--- src/rtl/load_select_pkg.sv ---
// rtl/load_select_pkg.sv - opcodes, size codes, FSM states and helpers shared by the load unit
package load_select_pkg;

  // Load opcodes of the MEM-stage instruction
  localparam logic [5:0] OP_LB  = 6'b100000;
  localparam logic [5:0] OP_LBU = 6'b100100;
  localparam logic [5:0] OP_LH  = 6'b100001;
  localparam logic [5:0] OP_LHU = 6'b100101;
  localparam logic [5:0] OP_LW  = 6'b100011;

  // data_size encodings on the memory request
  localparam logic [1:0] SIZE_B = 2'd0;
  localparam logic [1:0] SIZE_H = 2'd1;
  localparam logic [1:0] SIZE_W = 2'd2;

  typedef enum logic [2:0] {
    S_IDLE,
    S_REQ,
    S_WAIT,
    S_DONE,
    S_DRAIN
  } loadState_t;

  // Access size of a load opcode; anything unrecognised is treated as a word
  function automatic logic [1:0] sizeOf(input logic [5:0] op);
    case (op)
      OP_LB, OP_LBU: return SIZE_B;
      OP_LH, OP_LHU: return SIZE_H;
      default:       return SIZE_W;
    endcase
  endfunction

  // True when the byte offset is not naturally aligned for the access size
  function automatic logic isMisaligned(input logic [5:0] op, input logic [1:0] off);
    case (op)
      OP_LH, OP_LHU: return off[0];
      OP_LW:         return off != 2'b00;
      default:       return 1'b0;
    endcase
  endfunction

endpackage

--- src/rtl/load_extract.sv ---
// rtl/load_extract.sv - selects and extends the addressed byte/halfword/word of a read word
module load_extract
  import load_select_pkg::*;
(
  input  logic [5:0]  op,
  input  logic [1:0]  off,
  input  logic [31:0] rdata,
  output logic [31:0] result
);

  logic [7:0]  byteSel;
  logic [15:0] halfSel;

  // Pick the lane by offset (little-endian), then extend according to the opcode
  always_comb begin
    byteSel = rdata[7:0];
    case (off)
      2'd0: byteSel = rdata[7:0];
      2'd1: byteSel = rdata[15:8];
      2'd2: byteSel = rdata[23:16];
      2'd3: byteSel = rdata[31:24];
      default: byteSel = rdata[7:0];
    endcase
    halfSel = off[1] ? rdata[31:16] : rdata[15:0];
    case (op)
      OP_LB:   result = {{24{byteSel[7]}}, byteSel};
      OP_LBU:  result = {24'd0, byteSel};
      OP_LH:   result = {{16{halfSel[15]}}, halfSel};
      OP_LHU:  result = {16'd0, halfSel};
      default: result = rdata;
    endcase
  end

endmodule

--- src/rtl/load_select.sv ---
// rtl/load_select.sv - MEM-stage load unit: one read per load, extraction, stall and flush handling
module load_select
  import load_select_pkg::*;
(
  input  logic        clk,
  input  logic        resetn,
  input  logic        load_validM,
  input  logic [5:0]  opM,
  input  logic [31:0] addressM,
  input  logic        flushM,
  input  logic        advanceM,
  output logic        data_req,
  output logic [31:0] data_addr,
  output logic [1:0]  data_size,
  input  logic        data_addr_ok,
  input  logic        data_data_ok,
  input  logic [31:0] data_rdata,
  output logic        adelM,
  output logic [31:0] readdataM,
  output logic        stallM
);

  loadState_t  state, stateNext;
  logic [5:0]  opLatched;
  logic [1:0]  offLatched;
  logic [31:0] extracted;
  logic        accept;

  assign adelM  = load_validM & isMisaligned(opM, addressM[1:0]);
  assign accept = load_validM & ~adelM & ~flushM;
  assign stallM = (state == S_REQ) | (state == S_WAIT) | (state == S_DRAIN) |
                  ((state == S_IDLE) & accept);

  load_extract u_extract (
    .op     (opLatched),
    .off    (offLatched),
    .rdata  (data_rdata),
    .result (extracted)
  );

  // Next-state: a flush either withdraws an unaccepted request or drains an accepted one
  always_comb begin
    stateNext = state;
    case (state)
      S_IDLE:  if (accept) stateNext = S_REQ;
      S_REQ: begin
        if (flushM)            stateNext = data_addr_ok ? S_DRAIN : S_IDLE;
        else if (data_addr_ok) stateNext = S_WAIT;
      end
      S_WAIT: begin
        if (flushM)            stateNext = data_data_ok ? S_IDLE : S_DRAIN;
        else if (data_data_ok) stateNext = S_DONE;
      end
      S_DONE:  if (advanceM | flushM) stateNext = S_IDLE;
      S_DRAIN: if (data_data_ok) stateNext = S_IDLE;
      default: stateNext = S_IDLE;
    endcase
  end

  // State register
  always_ff @(posedge clk or negedge resetn) begin
    if (!resetn) state <= S_IDLE;
    else         state <= stateNext;
  end

  // Request registers: captured once on acceptance so they stay stable while data_req is high
  always_ff @(posedge clk or negedge resetn) begin
    if (!resetn) begin
      data_req   <= 1'b0;
      data_addr  <= 32'd0;
      data_size  <= SIZE_B;
      opLatched  <= 6'd0;
      offLatched <= 2'd0;
    end else begin
      data_req <= (stateNext == S_REQ);
      if ((state == S_IDLE) && accept) begin
        opLatched  <= opM;
        offLatched <= addressM[1:0];
        data_addr  <= {addressM[31:2], 2'b00};
        data_size  <= sizeOf(opM);
      end
    end
  end

  // Result register: only a non-flushed WAIT->DONE transition updates it
  always_ff @(posedge clk or negedge resetn) begin
    if (!resetn)                                            readdataM <= 32'd0;
    else if ((state == S_WAIT) && data_data_ok && !flushM) readdataM <= extracted;
  end

endmodule
--- config.mk ---
export PLATFORM = sky130hd
export DESIGN_NAME = load_select
export DESIGN_NICKNAME = d
export VERILOG_FILES = /design/src/rtl/load_select_pkg.sv /design/src/rtl/load_extract.sv /design/src/rtl/load_select.sv
export SDC_FILE = /design/constraint.sdc
export NUM_CORES = 1
export LEC_CHECK = 0
export BUFFER_PORTS_ARGS = -buffer_cell sky130_fd_sc_hd__buf_4
export CAP_MARGIN = 0
export CORE_ASPECT_RATIO = 1.4
export CORE_MARGIN = 10
export CORE_UTILIZATION = 35
export DETAILED_ROUTE_END_ITERATION = 8
export PLACE_DENSITY = 0.64
export REMOVE_ABC_BUFFERS = 1
export SLEW_MARGIN = 20
export SYNTH_ARGS = -nofsm -noshare
export SYNTH_HDL_FRONTEND = slang
export SYNTH_HIERARCHICAL = 1
export SYNTH_SLANG_ARGS = --single-unit
--- constraint.sdc ---
create_clock -name clk -period 2.7 [get_ports clk]
set_input_delay 0.27 -clock clk [delete_from_list [all_inputs] [get_ports clk]]
set_output_delay 0.27 -clock clk [all_outputs]
set_load 0.01 [all_outputs]
Word level (Yosys, flattened, before mapping)
Index checks and enable logic that the tools add are counted.
{"block": "totals", "regBits": 76, "inputBits": 77, "output_inout_bits": 69, "wordCells": 58}
{"block": "classes", "n_eq_ne": 17, "mux": 15, "bitwise_logic": 10, "reduce_logical": 9}
{"operator": "32-bit case mux with 4 select lines", "count": 1}
{"operator": "6-bit equality test, second input constant", "count": 9}
{"operator": "8-bit case mux with 4 select lines", "count": 1}
{"operator": "3-bit 2-to-1 mux", "count": 9}
{"operator": "16-bit 2-to-1 mux", "count": 1}
{"operator": "3-bit case mux with 5 select lines", "count": 1}
{"operator": "3-bit by 1-bit equality test with 1-bit output, second input constant", "count": 2}
{"operator": "3-bit by 2-bit equality test with 1-bit output, second input constant", "count": 2}
{"operator": "1-bit AND", "count": 4}
{"operator": "2-bit equality test, second input constant", "count": 2}
{"operator": "1-bit OR", "count": 4}
{"operator": "2-bit case mux with 2 select lines", "count": 1}
{"operator": "2-bit OR reduction", "count": 2}
{"operator": "3-bit equality test, second input constant", "count": 1}
{"operator": "1-bit logical AND", "count": 3}
{"operator": "3-bit logical NOT", "count": 1}
{"operator": "2-bit by 1-bit equality test with 1-bit output, second input constant", "count": 1}
{"operator": "2-bit logical NOT", "count": 1}
{"operator": "1-bit inverter", "count": 2}
{"operator": "1-bit case mux with 2 select lines", "count": 1}
{"operator": "2-bit nonzero test", "count": 1}
{"operator": "1-bit logical NOT", "count": 1}

Depth between registers and ports, before layout
{"block": "logic_depth", "word_depth": 10, "mapped_depth": 6, "depth_no_buf": 4}

Hierarchy
The synthesis kept the hierarchy.
{"mod": "load_select", "n_inst": 1, "cells_per_inst": 190, "area_per_inst_um2": 3151.8, "seq_area_each_um2": 1901.8}
{"mod": "load_extract", "n_inst": 1, "cells_per_inst": 128, "area_per_inst_um2": 1014.7, "seq_area_each_um2": 0.0}

Worst setup path after synthesis
Ideal clock, no wire load.
{"block": "synth_path", "kind": "register to register", "start": "register opLatched[3]", "end": "register readdataM[0]", "setup_ps": 125, "arrival_time_ps": 1880, "required_time_ps": 2575, "slack_ps": 695, "stages_incl_launch_ff": 5, "n_path_buf": 0, "period_less_slack_ps": 2005, "path_cell_list": "dfrtp_1 -> nor4b_4 -> mux2_2 -> a221o_1 -> mux2_2"}
{"block": "synth_between", "elab_chain_cells": 2, "elab_cells_between_ends": 5, "cone_classes": "4 x eq/ne; 1 x mux"}
{"item": "start: declaration", "line": "load_select.sv:24", "rtl": "logic [5:0] opLatched;"}
{"item": "start signal: assignment", "line": "load_select.sv:77", "rtl": "opLatched <= opM;"}
{"item": "6-bit equality test", "line": "load_extract.sv:25", "rtl": "case (op)"}
{"item": "32-bit case mux with 4 select lines (*)", "line": "load_extract.sv:25"}
{"item": "net extracted[0]", "line": "load_select.sv:26", "rtl": "logic [31:0] extracted;"}
{"item": "end signal: assignment", "line": "load_select.sv:88", "rtl": "else if ((state == S_WAIT) && data_data_ok && !flushM) readdataM <= extracted;"}
{"item": "end: declaration", "line": "load_select.sv:19", "rtl": "output logic [31:0] readdataM,"}
The timed path passes the listed nets; every way through them passes the cells marked *.
A chain may end at the register's enable or synchronous reset.

Worst setup path after layout
{"block": "layout_path", "start": "register state[1]", "end": "output stallM"}
{"block": "layout_between", "elab_chain_cells": 4, "elab_cells_between_ends": 8, "cone_classes": "3 x eq/ne; 4 x bitwise; 1 x reduce/logical"}
{"item": "start: declaration", "line": "load_select.sv:23", "rtl": "loadState_t state, stateNext;"}
{"item": "start signal: assignment", "line": "load_select.sv:63", "rtl": "else state <= stateNext;"}
{"item": "3-bit by 1-bit equality test with 1-bit output or 3-bit by 2-bit equality test with 1-bit output (tied branches)", "line": "load_select.sv:31", "rtl": "assign stallM = (state == S_REQ) | (state == S_WAIT) | (state == S_DRAIN) |"}
{"item": "1-bit OR (2 in series)", "line": "load_select.sv:31"}
{"item": "1-bit OR (*)", "line": "load_select.sv:31"}
{"item": "end: declaration", "line": "load_select.sv:20", "rtl": "output logic stallM"}
Every way passes the cells marked *; elsewhere a longest branch is shown, timed or not.

==> out/metrics.csv <==
metric,value,unit
status,finished clean,
synth_top_family_by_area,multiplexers,
path_cells,nor4_1 -> nand2_1 -> nor2_4 -> a211o_1 -> buf_4,
io_pins,146,
synth_compound_area_frac,0.105,
async_flop_share,1.00,
nFillCells,1076,
wl_per_cell,19.7,um
p_total,5630,uW
drv_slew,0,
hpwlAfterDp,9.23,mm
synthAdderAreaFrac,0,
synth_xor_area_frac,0.00210,
start_kind,flop,
core,11800,um^2
tightest_slew,0.964,ns
wl_met1,4.52,mm
die_x,112,um
synth_area,4170,um^2
p_leak,0.00274,uW
fin_crit_sh,0.876,
synth_top_cell_by_area,dfrtp_1,
synth.most_common_cell,dfrtp_1,
cp_slowest_cell,dfrtp_1,
insertion_delay,0.33,ns
fin_ws,0.336,ns
cts-root-buf,clkbuf_16,
cts_hold_buf,0,
cp_data_arrival_time,2.09,ns
synth-simple-area-share,0.105,
synth_cell_types,49,
routed_via_density,5.13,
ys_ff_latch,76,
hp-class,input port to async pin,
skew,0.00551,ns
routed.top_layer,met4,
syn_inst,318,
cap_viol_max_count,0,
utilization,0.486,
dr_wl_met3,1.11,mm
maxSlewHeadroom,0.358,
synth_ff_type,dfrtp_1,
cp_slowest_stage_delay,0.48,ns
area_delta_synth_final,37.3,%
grt_pass1_vias,3554,
seq_area_frac_synth,0.456,
synth_top_cell_area_share,0.456,
layout.nets,535,
gp_congestion,0.796,
setup_viol,0,
cts-resized-gates,0,
cts_sinks,76,
num_rows,47,
critPathMaxFanout,11,
grt_pass1_wl,19.1,mm
ant_nets,0,
cts_buffer_depth,2,
yosys_warnings,6,
synthMuxAreaShare,0.289,
synth_edf_count,0,
overflow,0,
cts_setup_buffers,0,
synth_area_per_cell,13.1,um^2
hold_slack,0.0926,ns
finalHoldViolations,0,
cts.clk_slew.worst_paths,0.06,ns
tns,0,ns
rsz0062_at_grt,no,
max_freq,423,MHz
port_buffers,143,
fin_crit,2.36,ns
cts_max_level,3,
grt_use_total,0.140,
ys_top_cells_by_count,"dfrtp_1, mux2_2, mux2_4, nand2_1, nor2_1",
cts_tree,built,
route.detailed.drc,0,
power_density,984,nW/um^2
die_h,149,um
drt_first_pass_iters,4,
path_delay_family,simple AND/OR/NAND/NOR gates,
synth.top_cells.by_area,"dfrtp_1, mux2_4, mux2_2",
crit_path_end_kind,primary output,
num_antenna_cells,0,
cp_num_buf_inv,1,
grt_max_degree,77,
cp_data_required_time,2.43,ns
ir_drop,424,uV
vias,3131,
met2_length,6.24,mm
antenna_found_initial,0,
cts_made_buffers,9,
start_util,0.354,
drive_gt1_frac,0.596,
path_class,flop to primary output,
place_ws,0.319,ns
die_area,16700,um^2
drt_iter0_markers,69,
wl,12.0,mm
cells in the final DEF (no fill, tap or decap), types with 2 or more instances in the layout:
cell type	Yosys	layout
buf_4	4	149
dfrtp_1	76	76
mux2_2	41	41
mux2_4	39	39
nand2_1	20	20
nor2_1	18	18
o211ai_2	10	10
clkbuf_16	0	9
nor3_1	8	8
nor4_1	8	8
o211ai_1	7	7
mux4_2	7	7
and3_1	7	7
a221o_1	7	7
inv_1	6	6
nand2b_1	3	3
bufinv_16	0	3
a21oi_1	2	2
or2_2	2	2
nor3b_1	2	2
and2_1	2	2
o21ai_0	2	2
conb_1	1	2
clkinvlp_4	0	2
inv_6	0	2
nor2_2	2	2
buf_12	0	2
nor2b_1	2	2
where the power goes:
group	internal (uW)	total [uW]	switching (uW)
sequential	1590	1900	311
combinational	1340	2330	995
clock	909	1400	491
metrics by stage:
stage | instance area (um^2) | instances
2_1_floorplan | 4020 | 295
3_3_place_gp | 5370 | 593
6_report | 5720 | 610
4_1_cts | 5720 | 609
5_1_grt | 5720 | 610
3_5_place_dp | 5370 | 593
flip-flops by register name (all words and copies together), names as in the netlist:
signal / cells
state: 3
data_req: 1
data_addr: 30
data_size: 2
offLatched: 2
opLatched: 6
readdataM: 32
worst paths after layout:
kind	to	depth (start not counted)	slack [ns]	start
max in group asynchronous	data_req	1	1.98	resetn
worst min-delay path	readdataM[20]	1	0.09	resetn
worst min register to register	readdataM[3]	1	0.51	readdataM[3]
worst max register to register	data_addr[17]	5	0.51	state[1]
min in group clk	state[1]	2	0.15	flushM
worst max-delay path	stallM	5	0.34	state[1]
layout make-up:
cell class / instances / area, um^2 / area share
multi-input combinational: 214 / 2110 / 0.368
sequential: 76 / 1900 / 0.332
timing repair buffer: 151 / 1160 / 0.202
clock buffer: 9 / 225 / 0.0394
tap: 147 / 184 / 0.0321
clock inverter: 7 / 123 / 0.0214
inverter: 6 / 22.5 / 0.00394
worst reg2reg max path, stage by stage (launching register included):
cell and delay (ns):
dfrtp_1 0.48, nor4_1 0.32, nand2_1 0.21, nor2_4 0.48
buf_12 0.27, mux2_4 0.33
logic make-up (layout without fill, tap and decap cells):
logic type / Yosys count / count (layout)
AOI/OAI and AO/OA: 42 / 42
and+or+nand+nor: 81 / 82
other: 1 / 2
buffers and inverters: 30 / 173
xor gates and xnor gates: 1 / 1
DFF: 76 / 76
muxes: 87 / 87
metal layers:
metal,global-route usage,vias to the layer above
li1,-,1453
met1,0.152,1548
met4,0.0452,0
met3,0.0580,10
met5,0,-
met2,0.241,120
(Power assumes the default switching activity.)
